File: config.mk
export PLATFORM = sky130hd
export DESIGN_NAME = mp_operand_sequencer
export DESIGN_NICKNAME = d
export VERILOG_FILES = /design/src/rtl/mp_pkg.sv /design/src/rtl/mp_lane_extract.sv /design/src/rtl/mp_operand_sequencer.sv
export SDC_FILE = /design/constraint.sdc
export NUM_CORES = 1
export LEC_CHECK = 0
export ABC_CLOCK_PERIOD_IN_PS = 4900
export BUFFER_PORTS_ARGS = -buffer_cell sky130_fd_sc_hd__buf_2
export CAP_MARGIN = 20
export CORE_MARGIN = 5
export CORE_UTILIZATION = 58
export CTS_CLUSTER_DIAMETER = 50
export DETAILED_ROUTE_END_ITERATION = 6
export PLACE_DENSITY = 0.84
export SYNTH_ARGS = -nofsm -noshare
export SYNTH_HDL_FRONTEND = slang
export SYNTH_SLANG_ARGS = --single-unit
File: constraint.sdc
create_clock -name clk_i -period 4.9 [get_ports clk_i]
set_input_delay 0.245 -clock clk_i [delete_from_list [all_inputs] [get_ports clk_i]]
set_output_delay 0.245 -clock clk_i [all_outputs]
set_load 0.05 [all_outputs]
File: src/rtl/mp_pkg.sv
// Shared types and constants for the mixed-precision operand sequencer.
// The weight-width encoding here is the one used on the in_mode_i input.
package mp_pkg;

    localparam int NUM_LANES = 2;
    localparam int HALF_W    = 16;
    localparam int WORD_W    = 32;

    typedef enum logic [1:0] {
        PREC_RSVD = 2'b00,
        PREC_8    = 2'b01,
        PREC_4    = 2'b10,
        PREC_2    = 2'b11
    } prec_mode_e;

    typedef enum logic {
        ST_IDLE  = 1'b0,
        ST_ISSUE = 1'b1
    } seq_state_e;

    function automatic logic [2:0] beats_for(input prec_mode_e mode);
        logic [2:0] n;
        case (mode)
            PREC_8:  n = 3'd1;
            PREC_4:  n = 3'd2;
            PREC_2:  n = 3'd4;
            default: n = 3'd0;
        endcase
        return n;
    endfunction

    // Two's-complement extension of a B-bit weight held in the low bits of raw.
    function automatic logic [HALF_W-1:0] sext_weight(input logic [7:0] raw, input prec_mode_e mode);
        logic [HALF_W-1:0] w;
        case (mode)
            PREC_8:  w = {{8{raw[7]}}, raw};
            PREC_4:  w = {{12{raw[3]}}, raw[3:0]};
            PREC_2:  w = {{14{raw[1]}}, raw[1:0]};
            default: w = 16'h0000;
        endcase
        return w;
    endfunction

endpackage

File: src/rtl/mp_lane_extract.sv
// Combinational slicer: picks the four weights of beat k out of a packed word
// and sign-extends them into two lanes of {w[odd], w[even]}.
module mp_lane_extract
    import mp_pkg::*;
(
    input  logic [WORD_W-1:0] word_i,
    input  prec_mode_e        mode_i,
    input  logic [1:0]        beat_i,
    output logic [WORD_W-1:0] op_o [NUM_LANES]
);

    logic [HALF_W-1:0] w_s [4];

    // Weight index 4k+i; indices past the end of the word read as zero.
    always_comb begin
        for (int i = 0; i < 4; i++) begin
            logic [3:0]        idx;
            logic [4:0]        base;
            logic              present;
            logic [WORD_W-1:0] shifted;
            idx = {beat_i, 2'(i)};
            case (mode_i)
                PREC_8: begin
                    present = (idx < 4'd4);
                    base    = {idx[1:0], 3'b000};
                end
                PREC_4: begin
                    present = (idx < 4'd8);
                    base    = {idx[2:0], 2'b00};
                end
                PREC_2: begin
                    present = 1'b1;
                    base    = {idx, 1'b0};
                end
                default: begin
                    present = 1'b0;
                    base    = 5'd0;
                end
            endcase
            shifted = word_i >> base;
            if (present) begin
                w_s[i] = sext_weight(shifted[7:0], mode_i);
            end else begin
                w_s[i] = 16'h0000;
            end
        end
    end

    assign op_o[0] = {w_s[1], w_s[0]};
    assign op_o[1] = {w_s[3], w_s[2]};

endmodule

File: src/rtl/mp_operand_sequencer.sv
// Accepts one packed weight word and issues it as 1, 2 or 4 registered beats
// of two sign-extended operand lanes, with valid/ready on both sides.
module mp_operand_sequencer
    import mp_pkg::*;
(
    input  logic              clk_i,
    input  logic              rst_ni,
    input  logic              flush_i,
    input  logic              in_valid_i,
    output logic              in_ready_o,
    input  logic [WORD_W-1:0] in_word_i,
    input  logic [1:0]        in_mode_i,
    output logic              out_valid_o,
    input  logic              out_ready_i,
    output logic [WORD_W-1:0] op_o [NUM_LANES],
    output logic [1:0]        beat_o,
    output logic              last_o,
    output logic              pack_mode_o,
    output logic              err_o
);

    seq_state_e        state_q, state_d;
    logic [WORD_W-1:0] word_q, word_d;
    prec_mode_e        mode_q, mode_d;
    logic [1:0]        beat_q, beat_d;
    logic              out_valid_q, out_valid_d;
    logic [WORD_W-1:0] op_q [NUM_LANES];
    logic [WORD_W-1:0] op_d [NUM_LANES];
    logic              last_q, last_d;
    logic              pack_q, pack_d;
    logic              err_q, err_d;

    prec_mode_e        in_mode_s;
    logic              accept_s, consume_s, legal_s;
    logic              load_s, step_s, clear_s;
    logic [WORD_W-1:0] ext_word_s;
    prec_mode_e        ext_mode_s;
    logic [1:0]        ext_beat_s;
    logic [WORD_W-1:0] ext_op_s [NUM_LANES];
    logic              next_last_s;

    assign in_mode_s  = prec_mode_e'(in_mode_i);
    assign in_ready_o = ((state_q == ST_IDLE) | (out_valid_q & last_q & out_ready_i)) & ~flush_i;
    assign accept_s   = in_valid_i & in_ready_o;
    assign consume_s  = out_valid_q & out_ready_i;
    assign legal_s    = (in_mode_s != PREC_RSVD);

    assign load_s  = accept_s & legal_s;
    assign step_s  = ~flush_i & ~accept_s & consume_s & ~last_q;
    assign clear_s = flush_i | (accept_s & ~legal_s) | (~accept_s & consume_s & last_q);

    // The extractor always looks at the beat that will be presented next.
    assign ext_word_s  = accept_s ? in_word_i : word_q;
    assign ext_mode_s  = accept_s ? in_mode_s : mode_q;
    assign ext_beat_s  = accept_s ? 2'd0 : (beat_q + 2'd1);
    assign next_last_s = ({1'b0, ext_beat_s} == (beats_for(ext_mode_s) - 3'd1));

    mp_lane_extract u_extract (
        .word_i (ext_word_s),
        .mode_i (ext_mode_s),
        .beat_i (ext_beat_s),
        .op_o   (ext_op_s)
    );

    // Next-state: load a new word, advance a beat, drop back to idle, or hold.
    always_comb begin
        state_d     = state_q;
        word_d      = word_q;
        mode_d      = mode_q;
        beat_d      = beat_q;
        out_valid_d = out_valid_q;
        last_d      = last_q;
        pack_d      = pack_q;
        err_d       = 1'b0;
        for (int j = 0; j < NUM_LANES; j++) begin
            op_d[j] = op_q[j];
        end
        if (load_s) begin
            state_d     = ST_ISSUE;
            word_d      = in_word_i;
            mode_d      = in_mode_s;
            beat_d      = 2'd0;
            out_valid_d = 1'b1;
            last_d      = next_last_s;
            pack_d      = (in_mode_s == PREC_2);
            for (int j = 0; j < NUM_LANES; j++) begin
                op_d[j] = ext_op_s[j];
            end
        end else if (step_s) begin
            beat_d = ext_beat_s;
            last_d = next_last_s;
            for (int j = 0; j < NUM_LANES; j++) begin
                op_d[j] = ext_op_s[j];
            end
        end else if (clear_s) begin
            state_d     = ST_IDLE;
            word_d      = 32'h0000_0000;
            mode_d      = PREC_RSVD;
            beat_d      = 2'd0;
            out_valid_d = 1'b0;
            last_d      = 1'b0;
            pack_d      = 1'b0;
            err_d       = accept_s & ~legal_s & ~flush_i;
            for (int j = 0; j < NUM_LANES; j++) begin
                op_d[j] = 32'h0000_0000;
            end
        end else begin
            state_d = state_q;
        end
    end

    // State and output registers.
    always_ff @(posedge clk_i or negedge rst_ni) begin
        if (!rst_ni) begin
            state_q     <= ST_IDLE;
            word_q      <= 32'h0000_0000;
            mode_q      <= PREC_RSVD;
            beat_q      <= 2'd0;
            out_valid_q <= 1'b0;
            last_q      <= 1'b0;
            pack_q      <= 1'b0;
            err_q       <= 1'b0;
            for (int j = 0; j < NUM_LANES; j++) begin
                op_q[j] <= 32'h0000_0000;
            end
        end else begin
            state_q     <= state_d;
            word_q      <= word_d;
            mode_q      <= mode_d;
            beat_q      <= beat_d;
            out_valid_q <= out_valid_d;
            last_q      <= last_d;
            pack_q      <= pack_d;
            err_q       <= err_d;
            for (int j = 0; j < NUM_LANES; j++) begin
                op_q[j] <= op_d[j];
            end
        end
    end

    assign out_valid_o = out_valid_q;
    assign beat_o      = beat_q;
    assign last_o      = last_q;
    assign pack_mode_o = pack_q;
    assign err_o       = err_q;
    assign op_o[0]     = op_q[0];
    assign op_o[1]     = op_q[1];

endmodule

==> results_dict.tcl <==
set metrics [dict create \
    cts_setup_buffers 0 \
    antenna_left 0 \
    h-tree-depth 3 \
    grt_overflow 0 \
    seqCellArea_mm2 0.00180 \
    crit_slowest_cell "a21bo_2" \
    layout-drive-gt1-share_pct 28.8 \
    drt-pass1-iter-count 6 \
    place.port_buffers 109 \
    use_met2_pct 54.0 \
    die_w_um 117 \
    gp_congestion 1.14 \
    synth_edf_count 0 \
    tightest_slew_ps 1080 \
    max_slew_margin_pct 25.6 \
    syn_area_per_cell_um2 9.48 \
    report.power.total_mw 1.99 \
    synthTopCellsByCount "dfrtp_1, nand2_1, mux2i_1" \
    path_class "register to register" \
    io_pins 110 \
    worstPathArrival_ps 4540 \
    postRouteWirelength_mm 25.8 \
    yosysSeqAreaShare_pct 27.0 \
    synth_cells 703 \
    cp-end-kind "register" \
    clk_pin_slew_worst_paths_ps 60 \
    top_usage_layer "met2" \
    hold_buffers 0 \
    max-vdd-ir-drop_uv 219 \
    timing.hold.ws_ps 91.5 \
    regToRegStartpoint "out_valid_o" \
    crit_chain "a21bo_2 -> nand2_1 -> nand2_1 -> ha_1 -> and2b_1 -> mux2i_1 -> o21ai_2 -> buf_4 -> nor2b_1 -> nor2_1 -> mux4_2 -> a221o_1" \
    start_util_pct 58.9 \
    wl_per_cell_um 28.8 \
    p_leak_nw 3.39 \
    multi_input_area_mm2 0.00432 \
    skew_ps 7.87 \
    grt_max_degree 73 \
    nets 793 \
    cpPeakStageDelay_ps 490 \
    viasPerCell 7.35 \
    yosys.area.top_type "dfrtp_1" \
    drv_cap 0 \
    hpwlAfterDp_mm 19.3 \
    setup-violations-final 0 \
    netlist_area_mm2 0.00666 \
    start_kind "register" \
    antenna_cells 0 \
    dieArea_mm2 0.0137 \
    cp.required_ps 5140 \
    track_usage_pct 38.1 \
    post-route-min-period_ps 4300 \
    drt_iter0_drc 989 \
    area_growth_pct 9.18 \
    rsz0062_at_grt "no" \
    p_sw_mw 0.773 \
    coreArea_mm2 0.0113 \
    fill_cells 948 \
    vias 6594 \
    yosysTopAreaCellShare_pct 27.0 \
    crit_path_start "out_valid_o" \
    die_h_um 117 \
    row_count 39 \
    ys_seq_elements 72 \
    synth_async_sr_flop_share_pct 100 \
    r2r_cells 12 \
    hold_viol_final 0 \
    grt_pass1_vias 5953 \
    drc_errors 0 \
    clk_root_buffer_cell "clkbuf_16" \
    grt_pass1_wl_mm 38.2 \
    hp-class "input pin to async pin" \
    fin_cells 897 \
    synthDistinctLibCells 81 \
    intPower_mw 1.22 \
    max_freq_ghz 0.232 \
    seqPwrFrac_pct 32.9 \
    dp.cells 880 \
    synth_warnings 0 \
    cts_max_path_buffers 2 \
    power.share.clock_pct 31.1 \
    switching_share_pct 38.8 \
    grt_use_met3_pct 13.0 \
    cts-buffers-inserted 9 \
    period_share_pct 87.9 \
    antenna_found_initial 0 \
    insertion_delay_ps 350 \
    synthTopCellsByArea "dfrtp_1, mux4_2, mux2i_1" \
    outcome "complete, no violations" \
    cts_resized 0 \
    synth_most_common_cell "dfrtp_1" \
    crit_top_cell "nand2_1" \
    clock_sinks 72 \
    grt_use_met1_pct 53.7 \
    finalMaxSlewViolations 0 \
    yosys_most_used_dff "dfrtp_1" \
    syn_nets 747 \
    fin_util_pct 64.3 \
    comb_power_share_pct 36.0 \
    tritoncts "yes" \
    powerDensity_mw_per_mm2 274 \
    fin_tns_setup_ps 0 \
    crit_path_max_fanout 21 \
]
==> routing by layer <==
| layer | part of all wire (%) | up-vias |
|---|---|---|
| met1 | 39 | 3162 |
| met5 | 0 | - |
| met3 | 15 | 95 |
| li1 | - | 2806 |
| met4 | 4.6 | 0 |
| met2 | 41 | 531 |
==> worst paths after layout <==
path,endpoint,slack (ps)
max reg2reg,op_o[2],600
min,word_q[29],90
min reg2reg,op_o[35],480
max in group asynchronous,err_o,4140
max,op_o[2],600
min in group clk_i,word_q[17],140
==> cells in the final DEF, fill, tap and decap left out, types with 31 or more instances in the layout <==
| master | instances |
|---|---|
| buf_2 | 109 |
| a21oi_1 | 36 |
| o21ai_0 | 31 |
| mux4_2 | 38 |
| nand2_1 | 61 |
| dfrtp_1 | 72 |
| mux2i_1 | 60 |
| nor2_1 | 41 |
| a22o_1 | 38 |
==> logic make-up (layout without fill, tap and decap cells) <==
family	Yosys count	count (layout)	synth area share, %
AO/OA/AOI/OAI	223	223	24.6
AND/OR/NAND/NOR	188	188	13.7
multiplexers	116	116	25.3
buffers and inverters	98	149	8.34
flip-flops	72	72	27.0
adder cells (fa/ha/maj)	5	5	0.939
XOR/XNOR	1	1	0.131
==> layout make-up <==
| type | count | area share [%] |
|---|---|---|
| inverters | 9 | 0.464 |
| clock buffers | 12 | 3.39 |
| repair buffers | 124 | 9.32 |
| multi-input cells | 533 | 59.3 |
| well taps | 143 | 2.46 |
| flip-flops and latches | 72 | 24.8 |
| clock inverters | 4 | 0.275 |
==> state kept, by name, indices dropped and copies added, names as in the netlist <==
register,count
beat_o,2
err_o,1
last_o,1
mode_q,2
op_o,32
out_valid_o,1
pack_mode_o,1
word_q,32
==> power groups by stage <==
stage / sequential (mW) / clock [mW] / combinational (mW)
2_1_floorplan: 0.673 / 0 / 0.466
3_3_place_gp: 0.662 / 0 / 0.684
3_5_place_dp: 0.664 / 0 / 0.686
4_1_cts: 0.654 / 0.621 / 0.689
5_1_grt: 0.659 / 0.647 / 0.750
6_report: 0.657 / 0.620 / 0.718
==> through the flow <==
stage          setup WS (ps)  cell area (µm²)
2_1_floorplan            970             6660
5_1_grt                  350             7280
4_1_cts                  702             7260
3_5_place_dp             732             6990
3_3_place_gp             889             6990
6_report                 595             7280
==> critical path, delay by kind of cell (launching register included) <==
kind            cells  cell delay [ps]
compound gates      3             1260
fa+ha+maj           1              490
buf+inv             1              330
flops               1              410
mux                 2              600
simple gates        5             1090
Note: power is estimated with default switching activity, not from simulation.
